**src/rtl/reg_wr_arbiter.sv**
```systemverilog
// Three-port register-file write arbiter with starvation-based preemption of port 0.
// Define REG_WR_ARB_SCOREBOARD_EN to build the busy-register scoreboard; otherwise busy_1/busy_2 are 0.
module reg_wr_arbiter #(
    parameter int unsigned STARVE_LIMIT = 8
) (
    input  logic        clk,
    input  logic        rst,
    input  logic        wb_valid,
    input  logic [4:0]  wb_addr,
    input  logic [31:0] wb_data,
    output logic        wb_ready,
    input  logic        md_valid,
    input  logic [4:0]  md_addr,
    input  logic [31:0] md_data,
    output logic        md_ready,
    input  logic        ld_valid,
    input  logic [4:0]  ld_addr,
    input  logic [31:0] ld_data,
    output logic        ld_ready,
    input  logic        claim_valid,
    input  logic [4:0]  claim_addr,
    input  logic [4:0]  query_addr_1,
    input  logic [4:0]  query_addr_2,
    output logic        busy_1,
    output logic        busy_2,
    output logic        write_enable,
    output logic [4:0]  write_addr,
    output logic [31:0] write_data,
    output logic        stall_wb
);

    logic [1:0]  w_sec_valid;
    logic [1:0]  w_starved;
    logic [2:0]  w_grant;
    logic [2:0]  w_hs;
    logic [4:0]  w_sel_addr;
    logic [31:0] w_sel_data;

    // r_ptr == 0 prefers port 1 (md), r_ptr == 1 prefers port 2 (ld)
    logic        r_ptr;
    logic        r_we;
    logic [4:0]  r_waddr;
    logic [31:0] r_wdata;

    assign w_sec_valid = {ld_valid, md_valid};

    // Per-secondary-port wait counters; index 0 is md, index 1 is ld
    genvar gi;
    generate
        for (gi = 0; gi < 2; gi++) begin : g_sec
            logic [3:0] r_wait;

            assign w_starved[gi] = w_sec_valid[gi] && (r_wait >= 4'(STARVE_LIMIT));

            always_ff @(posedge clk or negedge rst) begin
                if (!rst) begin
                    r_wait <= 4'd0;
                end else if (w_sec_valid[gi] && !w_hs[gi+1]) begin
                    r_wait <= (r_wait == 4'd15) ? 4'd15 : r_wait + 4'd1;
                end else begin
                    r_wait <= 4'd0;
                end
            end
        end
    endgenerate

    always_comb begin
        w_grant = 3'b000;
        if (&w_starved) begin
            if (r_ptr) w_grant[2] = 1'b1;
            else       w_grant[1] = 1'b1;
        end else if (w_starved[0]) begin
            w_grant[1] = 1'b1;
        end else if (w_starved[1]) begin
            w_grant[2] = 1'b1;
        end else if (wb_valid) begin
            w_grant[0] = 1'b1;
        end else if (&w_sec_valid) begin
            if (r_ptr) w_grant[2] = 1'b1;
            else       w_grant[1] = 1'b1;
        end else if (md_valid) begin
            w_grant[1] = 1'b1;
        end else if (ld_valid) begin
            w_grant[2] = 1'b1;
        end
    end

    // Readys are combinational, so they must be forced low while reset is held
    assign w_hs     = w_grant & {3{rst}};
    assign wb_ready = w_hs[0];
    assign md_ready = w_hs[1];
    assign ld_ready = w_hs[2];
    assign stall_wb = rst && wb_valid && !w_hs[0];

    always_comb begin
        w_sel_addr = wb_addr;
        w_sel_data = wb_data;
        if (w_hs[1]) begin
            w_sel_addr = md_addr;
            w_sel_data = md_data;
        end else if (w_hs[2]) begin
            w_sel_addr = ld_addr;
            w_sel_data = ld_data;
        end
    end

    always_ff @(posedge clk or negedge rst) begin
        if (!rst) begin
            r_ptr <= 1'b0;
        end else if (w_hs[1]) begin
            r_ptr <= 1'b1;
        end else if (w_hs[2]) begin
            r_ptr <= 1'b0;
        end
    end

    // Address 0 is hardwired; its writes are consumed but never reach the register file
    always_ff @(posedge clk or negedge rst) begin
        if (!rst) begin
            r_we    <= 1'b0;
            r_waddr <= 5'd0;
            r_wdata <= 32'd0;
        end else begin
            r_we <= (|w_hs) && (w_sel_addr != 5'd0);
            if (|w_hs) begin
                r_waddr <= w_sel_addr;
                r_wdata <= w_sel_data;
            end
        end
    end

    assign write_enable = r_we;
    assign write_addr   = r_waddr;
    assign write_data   = r_wdata;

`ifdef REG_WR_ARB_SCOREBOARD_EN
    logic [31:0] r_busy;
    logic [31:0] w_busy_next;
    logic        w_clr;
    logic [4:0]  w_clr_addr;

    assign w_clr      = w_hs[1] || w_hs[2];
    assign w_clr_addr = w_hs[1] ? md_addr : ld_addr;

    // A same-cycle claim beats a clear, so the set term is ORed in last
    generate
        for (gi = 0; gi < 32; gi++) begin : g_busy
            if (gi == 0) begin : g_zero
                assign w_busy_next[gi] = 1'b0;
            end else begin : g_bit
                assign w_busy_next[gi] =
                    (claim_valid && (claim_addr == 5'(gi))) ||
                    (r_busy[gi] && !(w_clr && (w_clr_addr == 5'(gi))));
            end
        end
    endgenerate

    always_ff @(posedge clk or negedge rst) begin
        if (!rst) begin
            r_busy <= 32'd0;
        end else begin
            r_busy <= w_busy_next;
        end
    end

    assign busy_1 = (query_addr_1 != 5'd0) && r_busy[query_addr_1];
    assign busy_2 = (query_addr_2 != 5'd0) && r_busy[query_addr_2];
`else
    logic w_unused_claim;
    assign w_unused_claim = ^{claim_valid, claim_addr, query_addr_1, query_addr_2};
    assign busy_1 = 1'b0;
    assign busy_2 = 1'b0;
`endif

endmodule

```
**config.mk**
```make
export PLATFORM = sky130hd
export DESIGN_NAME = reg_wr_arbiter
export DESIGN_NICKNAME = d
export VERILOG_FILES = /design/src/rtl/reg_wr_arbiter.sv
export SDC_FILE = /design/constraint.sdc
export NUM_CORES = 1
export LEC_CHECK = 0
export ABC_AREA = 0
export BUFFER_PORTS_ARGS = -buffer_cell sky130_fd_sc_hd__buf_2
export CAP_MARGIN = 20
export CORE_ASPECT_RATIO = 1.75
export CORE_MARGIN = 10
export CORE_UTILIZATION = 40
export DETAILED_ROUTE_END_ITERATION = 16
export PLACE_DENSITY = 0.81
export SLEW_MARGIN = 10
export SYNTH_ARGS = -nofsm -noshare
export SYNTH_HDL_FRONTEND = slang
export SYNTH_SLANG_ARGS = --single-unit
```
**constraint.sdc**
```tcl
create_clock -name clk -period 2.4 [get_ports clk]
set_input_delay 0.12 -clock clk [delete_from_list [all_inputs] [get_ports clk]]
set_output_delay 0.12 -clock clk [all_outputs]
set_load 0.1 [all_outputs]
```
Word-level counts from Yosys, hierarchy flattened:

Cells that the tools add are included.

* flip-flop bits (word level): 47
* bits of input ports: 132
* output and inout port bits: 44
* logic and storage cells: 53

* add/sub/neg operators: 2
* $lt $le $gt $ge: 2
* eq/ne operators: 2
* multiplexer cells: 25
* bitwise operators: 1
* reductions and logical operators: 15

Operator list (number)
* $mux 32: 2
* $mux 4: 4
* $mux 1: 13
* $mux 5: 2
* $add 4x1->4 const B: 2
* $eq 4x4->1 const B: 2
* $ge 4x4->1 const B: 2
* $mux 2: 4
* $logic_and 1x1->1: 7
* $reduce_bool 5->1: 1
* $reduce_and 2->1: 2
* $and 3x3->3: 1
* $logic_not 1->1: 3
* $reduce_or 3->1: 1
* $reduce_bool 2->1: 1

Depth between registers and ports, before layout:

Gate-level depths: netlist of run 1.

* word-level depth: 12
* mapped depth: 6
* gate-level depth less buffers: 5

Worst setup path after synthesis of run 1:

Ideal clock, no wire load.

* path kind: register -> output
* from: reg g_sec[1].r_wait[3]
* to: out stall_wb
* arrival: 2898 ps
* required time: 2280 ps
* path slack: -618 ps
* stages on the path, launching flop included: 5
* path buffers: 2
* path through: dfrtp_1 -> buf_2 -> a221oi_1 -> clkbuf_1 -> nor2_1

* word-level cells in the longest chain between the ends: 8
* elaborated cells on any way between the ends: 9
* those cells by class: order compare (1); mux (3); bitwise (1); reduce/logical (4)

RTL lines
* from (decl): line 51 `logic [3:0] r_wait;`
* from (signal assigned): line 59 `r_wait <= (r_wait == 4'd15) ? 4'd15 : r_wait + 4'd1;`
* $ge 4x4->1 (*): line 53 `assign w_starved[gi] = w_sec_valid[gi] && (r_wait >= 4'(STARVE_LIMIT));`
* $logic_and 1x1->1 (*): line 53
* $mux 2: line 74 `end else if (w_starved[1]) begin`
* $mux 1: line 72 `end else if (w_starved[0]) begin`
* $mux 1 (*): line 69 `if (&w_starved) begin`
* $and 3x3->3 (*): line 89 `assign w_hs = w_grant & {3{rst}};`
* via wb_ready: line 11 `output logic wb_ready,`
* $logic_not 1->1 (*): line 93 `assign stall_wb = rst && wb_valid && !w_hs[0];`
* $logic_and 1x1->1 (*): line 93
* to (decl): line 29 `output logic stall_wb`

Mark *: on every way through the listed nets, which the timed path passes. The rest lies on a longest branch.

Worst setup path in the final report of run 1:

* from: reg g_sec[1].r_wait[3]
* to: out md_ready

* word-level cells in the longest chain between the ends: 6
* elaborated cells on any way between the ends: 7
* those cells by class: order compare (1); mux (3); bitwise (1); reduce/logical (2)

RTL lines
* $ge 4x4->1 (*): line 53
* $logic_and 1x1->1 (*): line 53
* $mux 2: line 74
* $mux 1: line 72
* $mux 2 (*): line 69
* $and 3x3->3 (*): line 89
* to (decl): line 15 `output logic md_ready,`

Mark *: on every way between the ends. The rest lies on a longest branch, timed or not.

==> qor.csv, run 1 <==
metric;value;unit
outcome;finished clean;
holdWs;0.04652;ns
holdCritPathClass;primary input to register;
die_h;120.1;µm
drc;0;
fin_worst_skew;0.006833;ns
wl_met2;4.839;mm
power.density;894.6;mW/mm²
path_clk_slew;0.09;ns
io_pins;176;
internal-power;1.490;mW
first_pass_iters;4;
ys_seq_elements;47;
h-tree-depth;2;
worst_pin_slew;1.067;ns
root_buffer;clkbuf_8;
cts_tree;yes;
m1WireLength;3.037;mm
arrival;2.10;ns
synth.area.top_cells;dfrtp_1 51%, a221o_1 16%, a22o_1 14%;
drv_slew;0;
totalWireLength;8.538;mm
routedWlPerCell;19.95;µm
cp.required;2.28;ns
core_area;0.005585;mm²
portBuffers;157;
place_ws;-0.01797;ns
comb_power_share;49.4;%
yosys_warnings;0;
avgSynthCellArea;11.87;µm²
finalSetupTns;0;ns
criticalPathCategory;register to primary output;
leakage;1.740;nW
insertion_delay;0.29;ns
end_kind;primary output;
viasPerCell;5.584;
rsz0062_at_grt;false;
maxCapViolations;0;
dr_total_vias;2390;
antenna_found_initial;0;
finalSetupViolCount;0;
drive_gt1_share;51.14;%
synth_seq_area_share;51.34;%
irDropWorstVdd;0.0005266;V
numClockSinks;47;
grt_usage;17.34;%
power_switching;1.516;mW
syn-cell-area;0.002291;mm²
die_area;0.009274;mm²
grt_max_degree;42;
synth_cell_types;28;
topRoutingLayerUsed;met4;
max_freq;450.4;MHz
cp-start-kind;register;
place_hpwl;6.642;mm
area_growth;46.70;%
cp_max_fo;41;
final_nets;487;
grt_pass1_wl;13.13;mm
setup_slack;0.1799;ns
start_util;41.02;%
p_seq_share;33.4;%
grt_pass1_vias;2597;
fin_crit;2.220;ns
synth_top_area_share;51.34;%
yosys.area.top_type;dfrtp_1;
gp_congestion;0.8307;
drt-initial-drc-count;150;
std_cell_rows;36;
die_x;77.21;µm
overflow;0;
numCtsBuffers;5;
pwr-share-clk;17.2;%
period_share;92.51;%
met3WireLength;377;µm
drtAntennaViolNets;0;
synthCells;193;
final.fill_count;531;
post_cts_buffers;0;
hold_violations;0;
n_antenna_cell;0;
relSlewSlack;28.49;%
cts.path.max_buffers;2;
switching_share;50.43;%
## worst max-delay path: stages (launching register included)
cell and delay (ns):
dfrtp_1 0.47, maj3_2 0.36, a221oi_4 0.38, buf_6 0.37
buf_12 0.22
## kinds of logic after synthesis
| logic type | count (synthesis) | share of synthesized area (%) |
|---|---|---|
| AOI/OAI and AO/OA | 90 | 35.39 |
| DFF | 47 | 51.34 |
| buffers and inverters | 26 | 4.860 |
| and+or+nand+nor | 24 | 5.571 |
| adders and majority gates | 5 | 2.676 |
| other | 1 | 0.1637 |
## registers in the layout (all words and copies together), names as in the netlist
| name | count |
|---|---|
| g_sec.r_wait | 8 |
| write_enable | 1 |
| write_addr | 5 |
| write_data | 32 |
| r_ptr | 1 |
## power by group through the flow
stage                     Sequential (mW)  Combinational (mW)  Clock (mW)
after floorplan                      1.89               0.261           0
after global placement               1.01                1.47           0
after detailed placement             1.01                1.49           0
after CTS                            1.00                1.49       0.527
after global routing                 1.02                1.54       0.557
final                                1.00                1.49       0.517
## path summary, 6_finish.rpt
check                      slack (ns)                from  cells after the start                  to
min in group asynchronous        0.22                 rst                      2               r_ptr
max in group asynchronous        1.61                 rst                      3  g_sec[0].r_wait[1]
max                              0.18  g_sec[1].r_wait[3]                      4            md_ready
min reg2reg                      0.51       write_addr[0]                      1       write_addr[0]
max reg2reg                      0.21  g_sec[0].r_wait[3]                      5       write_addr[1]
min                              0.05          ld_data[9]                      2       write_data[9]
## cell type report
type | instances | area, µm² | share of cell area (%)
clock buffers | 8 | 100.1 | 2.978
inverters | 8 | 30.03 | 0.8935
multi-input cells | 122 | 1044 | 31.05
flip-flops and latches | 47 | 1176 | 35.00
well taps | 76 | 95.09 | 2.829
repair buffers | 167 | 915.9 | 27.25
## what timing repair did
item	in CTS	in global routing
setup endpoints to repair	9	2
gates resized for setup	0	2
pin swaps	1	0
hold buffers	1	0
cloned	1	0
endpoints found under the hold margin	21	0
## cell usage after synthesis, drive strengths merged
library cell,number
a211oi,2
a21o,1
a21oi,5
a221o,37
a221oi,2
a22o,37
a31oi,1
and3,1
buf,7
clkbuf,11
conb,1
dfrtp,47
ha,4
inv,8
maj3,1
nand2,3
nand2b,1
nand3,5
nor2,5
nor3,5
nor3b,1
o211ai,1
o21ai,4
or4,3
## layer usage
metal | vias up | global-route usage (%)
li1 | 1103 | -
met4 | 0 | 7.339
met3 | 19 | 3.363
met1 | 1178 | 17.37
met5 | - | 0
met2 | 90 | 33.35
## placed cells by master, fill, tap and decap left out, types with 2 or more instances in the layout
cell      netlist  final
dfrtp_1        47     47
buf_4           2      7
inv_1           7      7
or4_1           3      3
conb_1          1      2
nand3_1         5      5
a221o_1        37     37
a211oi_1        2      2
clkbuf_8        0      7
a221oi_4        1      2
o21ai_0         4      4
buf_2           5    154
nor3_1          4      4
buf_12          0      3
a21oi_1         5      5
buf_6           0      2
nor2_1          5      4
nand2_1         3      3
a22o_1         37     37
ha_1            4      4
## stage by stage
| step | power, mW | std cells | util, % | area [µm²] |
|---|---|---|---|---|
| final | 3.006 | 428 | 60.17 | 3361 |
| after global routing | 3.115 | 428 | 60.17 | 3361 |
| after CTS | 3.024 | 428 | 60.04 | 3353 |
| after detailed placement | 2.502 | 418 | 57.89 | 3233 |
| after global placement | 2.479 | 418 | 57.89 | 3233 |
| after floorplan | 2.155 | 194 | - | 2297 |
Power figures use the tool's default switching activity.
==> run 2: changes to the inputs <==
--- a/config.mk
+++ b/config.mk
@@ -8,11 +8,13 @@
 export ABC_AREA = 0
 export BUFFER_PORTS_ARGS = -buffer_cell sky130_fd_sc_hd__buf_2
 export CAP_MARGIN = 20
+export CELL_PAD_IN_SITES_DETAIL_PLACEMENT = 0
+export CELL_PAD_IN_SITES_GLOBAL_PLACEMENT = 1
 export CORE_ASPECT_RATIO = 1.75
 export CORE_MARGIN = 10
-export CORE_UTILIZATION = 40
+export CORE_UTILIZATION = 28
 export DETAILED_ROUTE_END_ITERATION = 16
-export PLACE_DENSITY = 0.81
+export PLACE_DENSITY_LB_ADDON = 0.1
 export SLEW_MARGIN = 10
 export SYNTH_ARGS = -nofsm -noshare
 export SYNTH_HDL_FRONTEND = slang
==> qor.csv, run 2 (same netlist as run 1, synthesis figures left out) <==
metric;value;unit;change
maxCapViolations;0;;unchanged
holdCritPathClass;primary input to register;;
grt_usage;14.40;%;-2.9 points
rrSetupSlack;0.20;ns;about the same
gp_congestion;0.7256;;-13%
r2r_end;write_addr[4];;
layout_common_cells;154 x buf_2, 47 x dfrtp_1, 37 x a22o_1, 37 x a221o_1;;
start_util;28.77;%;-12 points
die_h;139.7;µm;+16%
period_share;91.98;%;-0.52 points
drive_gt1_share;50.71;%;-0.42 points
cp_max_fo;40;;-2.4%
hold_violations;0;;unchanged
top_usage_layer;met2;;
viasPerCell;5.192;;-7.0%
insertion_delay;0.29;ns;about the same
std_cell_rows;43;;+19%
arrival;2.09;ns;about the same
rr_worst_depth;6;;+1
overflow;0;;unchanged
crit_start;g_sec[1].r_wait[3];;
totalWireLength;8.936;mm;+4.7%
end_kind;primary output;;
cp_slowest_cell;buf_4;;
grt_pass1_wl;13.77;mm;+4.8%
first_pass_iters;4;;unchanged
root_buffer;clkbuf_16;;
dpl_cell_area;0.003261;mm²;+0.85%
met1_usage;15.86;%;-1.5 points
rsz0062_at_grt;false;;
cp_cell_sequence;buf_4 > a221oi_4 > buf_4 > nor2_1 > buf_2;;
portBuffers;157;;unchanged
die_x;88.38;µm;+14%
outcome;finished clean;;
cts.path.max_buffers;2;;unchanged
antenna_found_initial;1;;+1
area_growth;51.56;%;
grt_max_degree;41;;-2.4%
relSlewSlack;48.68;%;+20 points
cp-start-kind;register;;
die_area;0.01234;mm²;+33%
criticalPathCategory;register to primary output;;
path_clk_slew;0.06;ns;-0.03 ns
numClockSinks;47;;unchanged
rr_startpoint;g_sec[0].r_wait[3];;
final_common_cell;buf_2;;
post_cts_buffers;0;;unchanged
cts.repair.resized;0;;unchanged
fin_crit;2.208;ns;-0.01258 ns
grt_pass1_vias;2527;;-2.7%
largest_reg_flops;32;;unchanged
worst_pin_slew;0.7673;ns;-0.2995 ns
fin_worst_skew;0.003215;ns;-0.003618 ns
numCtsBuffers;5;;unchanged
drc;0;;unchanged
total_power;3.388;mW;+13%
max_freq;453.0;MHz;+0.57%
h-tree-depth;2;;unchanged
met3_usage;4.325;%;+0.96 points
finalSetupViolCount;0;;unchanged
gr-usage-met2;25.42;%;-7.9 points
cp.required;2.28;ns;about the same
core_area;0.007963;mm²;+43%
drtAntennaViolNets;0;;unchanged
io_pins;176;;unchanged
drt-initial-drc-count;75;;-50%
stdcell_area;0.003472;mm²;+3.3%
place_hpwl;6.959;mm;+4.8%
drv_slew;0;;unchanged
leakage;1.780;nW;+2.3%
irDropWorstVdd;0.0004835;V;-8.2%
cp_slowest_stage_delay;0.47;ns;about the same
dr_total_vias;2295;;-4.0%
cts_tree;yes;;
power.density;975.7;mW/mm²;+9.1%
cp-endpoint;stall_wb;;
final_nets;486;;-0.21%
routedWlPerCell;20.22;µm;+1.3%
path_common_cell;buf_4;;
run 2: cell types whose count changed in the layout (fill, tap and decap cells not counted), moves of 2 or more:
| cell | before | now |
|---|---|---|
| bufinv_16 | 0 | 2 |
| buf_6 | 2 | 0 |
| clkbuf_16 | 0 | 5 |
| clkbuf_8 | 7 | 0 |
run 2: worst min-delay path by stage:
stage,cells after the start,end,from,slack [ns]
6_report,2,write_data[5],ld_data[5],0.06
5_1_grt,2,write_data[20],ld_data[20],0.05
4_1_cts,2,write_data[3],ld_data[3],0.05
3_5_place_dp,1,write_data[5],rst,0.05
3_3_place_gp,1,g_sec[1].r_wait[2],rst,0.04
2_1_floorplan,0,g_sec[0].r_wait[0],rst,-0.18
run 2: metal layers:
layer	up-vias	routed length, µm
met5	-	0
met4	0	127
met2	86	4903
met3	8	590
li1	1100	-
met1	1101	3315
run 2: layout make-up:
| class | instances | area [µm²] |
|---|---|---|
| Clock buffer | 6 | 128.9 |
| Tap cell | 90 | 112.6 |
| Clock inverter | 2 | 60.06 |
| Sequential cell | 47 | 1176 |
| Fill cell | 774 | 4491 |
| Timing Repair Buffer | 167 | 923.4 |
| Multi-Input combinational cell | 121 | 1039 |
| Antenna cell | 1 | 2.502 |
| Inverter | 8 | 30.03 |
run 2: critical path: cells and delay by family, from the launching register on:
| kind | cells | cell delay (ns) |
|---|---|---|
| and+or+nand+nor | 1 | 0.07 |
| DFF | 1 | 0.42 |
| AOI/OAI and AO/OA | 1 | 0.35 |
| buffers and inverters | 3 | 0.96 |
run 2: power by group:
group	switching (mW)	internal, mW
clock network	0.303	0.598
registers	0.0785	0.924
logic	1.18	0.308
total	1.56	1.83
run 2: stage by stage:
step           hold WS (ns)  setup slack, ns  instances  util [%]  setup TNS, ns
2_1_floorplan       -0.1756          -0.1769        194         -        -0.1769
3_3_place_gp        0.04391           0.2019        431     40.95              0
3_5_place_dp        0.04899           0.1471        431     40.95              0
4_1_cts             0.04829           0.1320        441     43.57              0
5_1_grt             0.05067        0.0003821        442     43.60              0
6_report            0.05640           0.1924        442     43.60              0
run 2: repair_timing:
action                     in CTS  in global routing
hold endpoints to repair       10                  0
setup endpoints to repair       0                 22
hold buffers                    2                  0
==> run 3: changes to the inputs <==
--- a/config.mk
+++ b/config.mk
@@ -10,7 +10,6 @@
 export CAP_MARGIN = 20
 export CELL_PAD_IN_SITES_DETAIL_PLACEMENT = 0
 export CELL_PAD_IN_SITES_GLOBAL_PLACEMENT = 1
-export CORE_ASPECT_RATIO = 1.75
 export CORE_MARGIN = 10
 export CORE_UTILIZATION = 28
 export DETAILED_ROUTE_END_ITERATION = 16
@@ -19,3 +18,4 @@
 export SYNTH_ARGS = -nofsm -noshare
 export SYNTH_HDL_FRONTEND = slang
 export SYNTH_SLANG_ARGS = --single-unit
+export TNS_END_PERCENT = 30
==> qor.csv, run 3 (same netlist as run 1, synthesis figures left out) <==
metric;value;unit;change
outcome;finished clean;;
die_area;0.01220;mm²;-1.2%
grt_pass1_vias;2667;;+5.5%
leakage;1.715;nW;-3.6%
grt_max_degree;42;;+2.4%
drive_gt1_share;50.29;%;-0.42 points
n_antenna_cell;0;;-1
cts.path.max_buffers;2;;unchanged
cts_tree;yes;;
viasPerCell;5.181;;-0.22%
overflow;0;;unchanged
power.density;872.6;mW/mm²;-11%
cp_max_fo;20;;-50%
dr_total_vias;2321;;+1.1%
dp_cells;441;;+2.3%
drtAntennaViolNets;0;;unchanged
fin_crit;2.186;ns;-0.02131 ns
grt_usage;13.38;%;-1.0 points
holdWs;0.05057;ns;-0.005829 ns
irDropWorstVdd;0.0005113;V;+5.8%
die_x;110.5;µm;+25%
holdCritPathClass;primary input to register;;
post_cts_buffers;0;;unchanged
grt_pass1_wl;13.79;mm;+0.20%
criticalPathCategory;primary input to primary output;;
path_clk_slew;0.09;ns;+0.03 ns
final_nets;483;;-0.62%
io_pins;176;;unchanged
cp-start-kind;primary input;;
numClockSinks;47;;unchanged
gp_congestion;0.7542;;+3.9%
relSlewSlack;65.12;%;+16 points
insertion_delay;0.29;ns;about the same
largest_reg_flops;32;;unchanged
fin_worst_skew;0.006235;ns;+0.003020 ns
numCtsBuffers;5;;unchanged
area_growth;46.59;%;
layout_common_cells;153 x buf_2, 47 x dfrtp_1, 37 x a22o_1, 37 x a221o_1, 7 x inv_1;;
portBuffers;157;;unchanged
max_freq;457.4;MHz;+0.97%
drc;0;;unchanged
worst_pin_slew;0.5177;ns;-0.2496 ns
core_area;0.007848;mm²;-1.4%
final_common_cell;buf_2;;
antenna_found_initial;0;;-1
arrival;2.07;ns;-0.02 ns
place_hpwl;6.460;mm;-7.2%
routedWlPerCell;18.75;µm;-7.2%
drt-initial-drc-count;77;;+2.7%
root_buffer;clkbuf_8;;
period_share;91.09;%;-0.89 points
end_kind;primary output;;
hold_violations;0;;unchanged
start_util;29.19;%;+0.42 points
first_pass_iters;4;;unchanged
drv_slew;0;;unchanged
rsz0062_at_grt;false;;
total_power;2.930;mW;-14%
std_cell_rows;32;;-26%
die_h;110.5;µm;-21%
totalWireLength;8.401;mm;-6.0%
finalSetupViolCount;0;;unchanged
h-tree-depth;2;;unchanged
cp.required;2.28;ns;about the same
maxCapViolations;0;;unchanged
instances_no_fill;448;;+1.4%
-- run 3: changes by cell type in the layout (fill, tap and decap cells not counted), sizes merged --
cell / previous run / this run
buf: 165 / 162
bufinv: 2 / 0
clkbuf: 6 / 7
dlygate4sd3: 2 / 1
diode: 1 / 0
-- run 3: critical path: stages --
cell           delay [ns]
dlygate4sd3_1        0.52
clkbuf_4             0.27
nand2_1              0.15
a221oi_4             0.29
buf_4                0.33
nor2_1               0.06
buf_2                0.30
-- run 3: layout make-up --
type	count	area (µm²)
fillers	834	4489
flip-flops and latches	47	1176
multi-input cells	121	1039
repair buffers	164	913.4
well taps	102	127.6
clock buffers	6	72.57
inverters	8	30.03
-- run 3: metal layers --
metal  vias to the layer above  GRT usage [%]  part of all wire (%)
met2                       106          22.14                    47
met1                      1119          15.68                    44
met3                         6          5.457                   8.6
met5                         -              0                     0
li1                       1090              -                     -
met4                         0          3.282                   1.0
-- run 3: path summary, 6_finish.rpt --
| path | from | end | slack [ns] | cells after the start |
|---|---|---|---|---|
| max in group asynchronous | rst | write_data[12] | 1.44 | 3 |
| min in group asynchronous | rst | g_sec[0].r_wait[0] | 0.24 | 2 |
| setup reg to reg | g_sec[0].r_wait[3] | write_data[14] | 0.35 | 6 |
| hold reg to reg | write_data[11] | write_data[11] | 0.51 | 1 |
| setup / recovery | rst | stall_wb | 0.21 | 7 |
| hold / removal | ld_data[17] | write_data[17] | 0.05 | 2 |
-- run 3: what timing repair did --
action                     4_1_cts  5_1_grt
hold buffers                     1        0
resized for setup                0        1
hold endpoints to repair        13        0
setup endpoints to repair        0        2
-- run 3: power breakdown --
group	total [mW]	internal, mW	switching [mW]
Sequential	1.00	0.923	0.0787
Clock	0.444	0.195	0.249
Combinational	1.48	0.309	1.18
Total	2.93	1.43	1.50
-- run 3: metrics by stage --
step	TNS, ns	utilization [%]	setup WS, ns	instance area [µm²]
after floorplan	-0.1769	-	-0.1769	2297
after global placement	0	41.71	0.3651	3273
after detailed placement	0	41.71	0.3389	3273
after CTS	0	42.76	0.07014	3356
after global routing	0	42.79	0.03252	3358
final	0	42.79	0.2138	3358
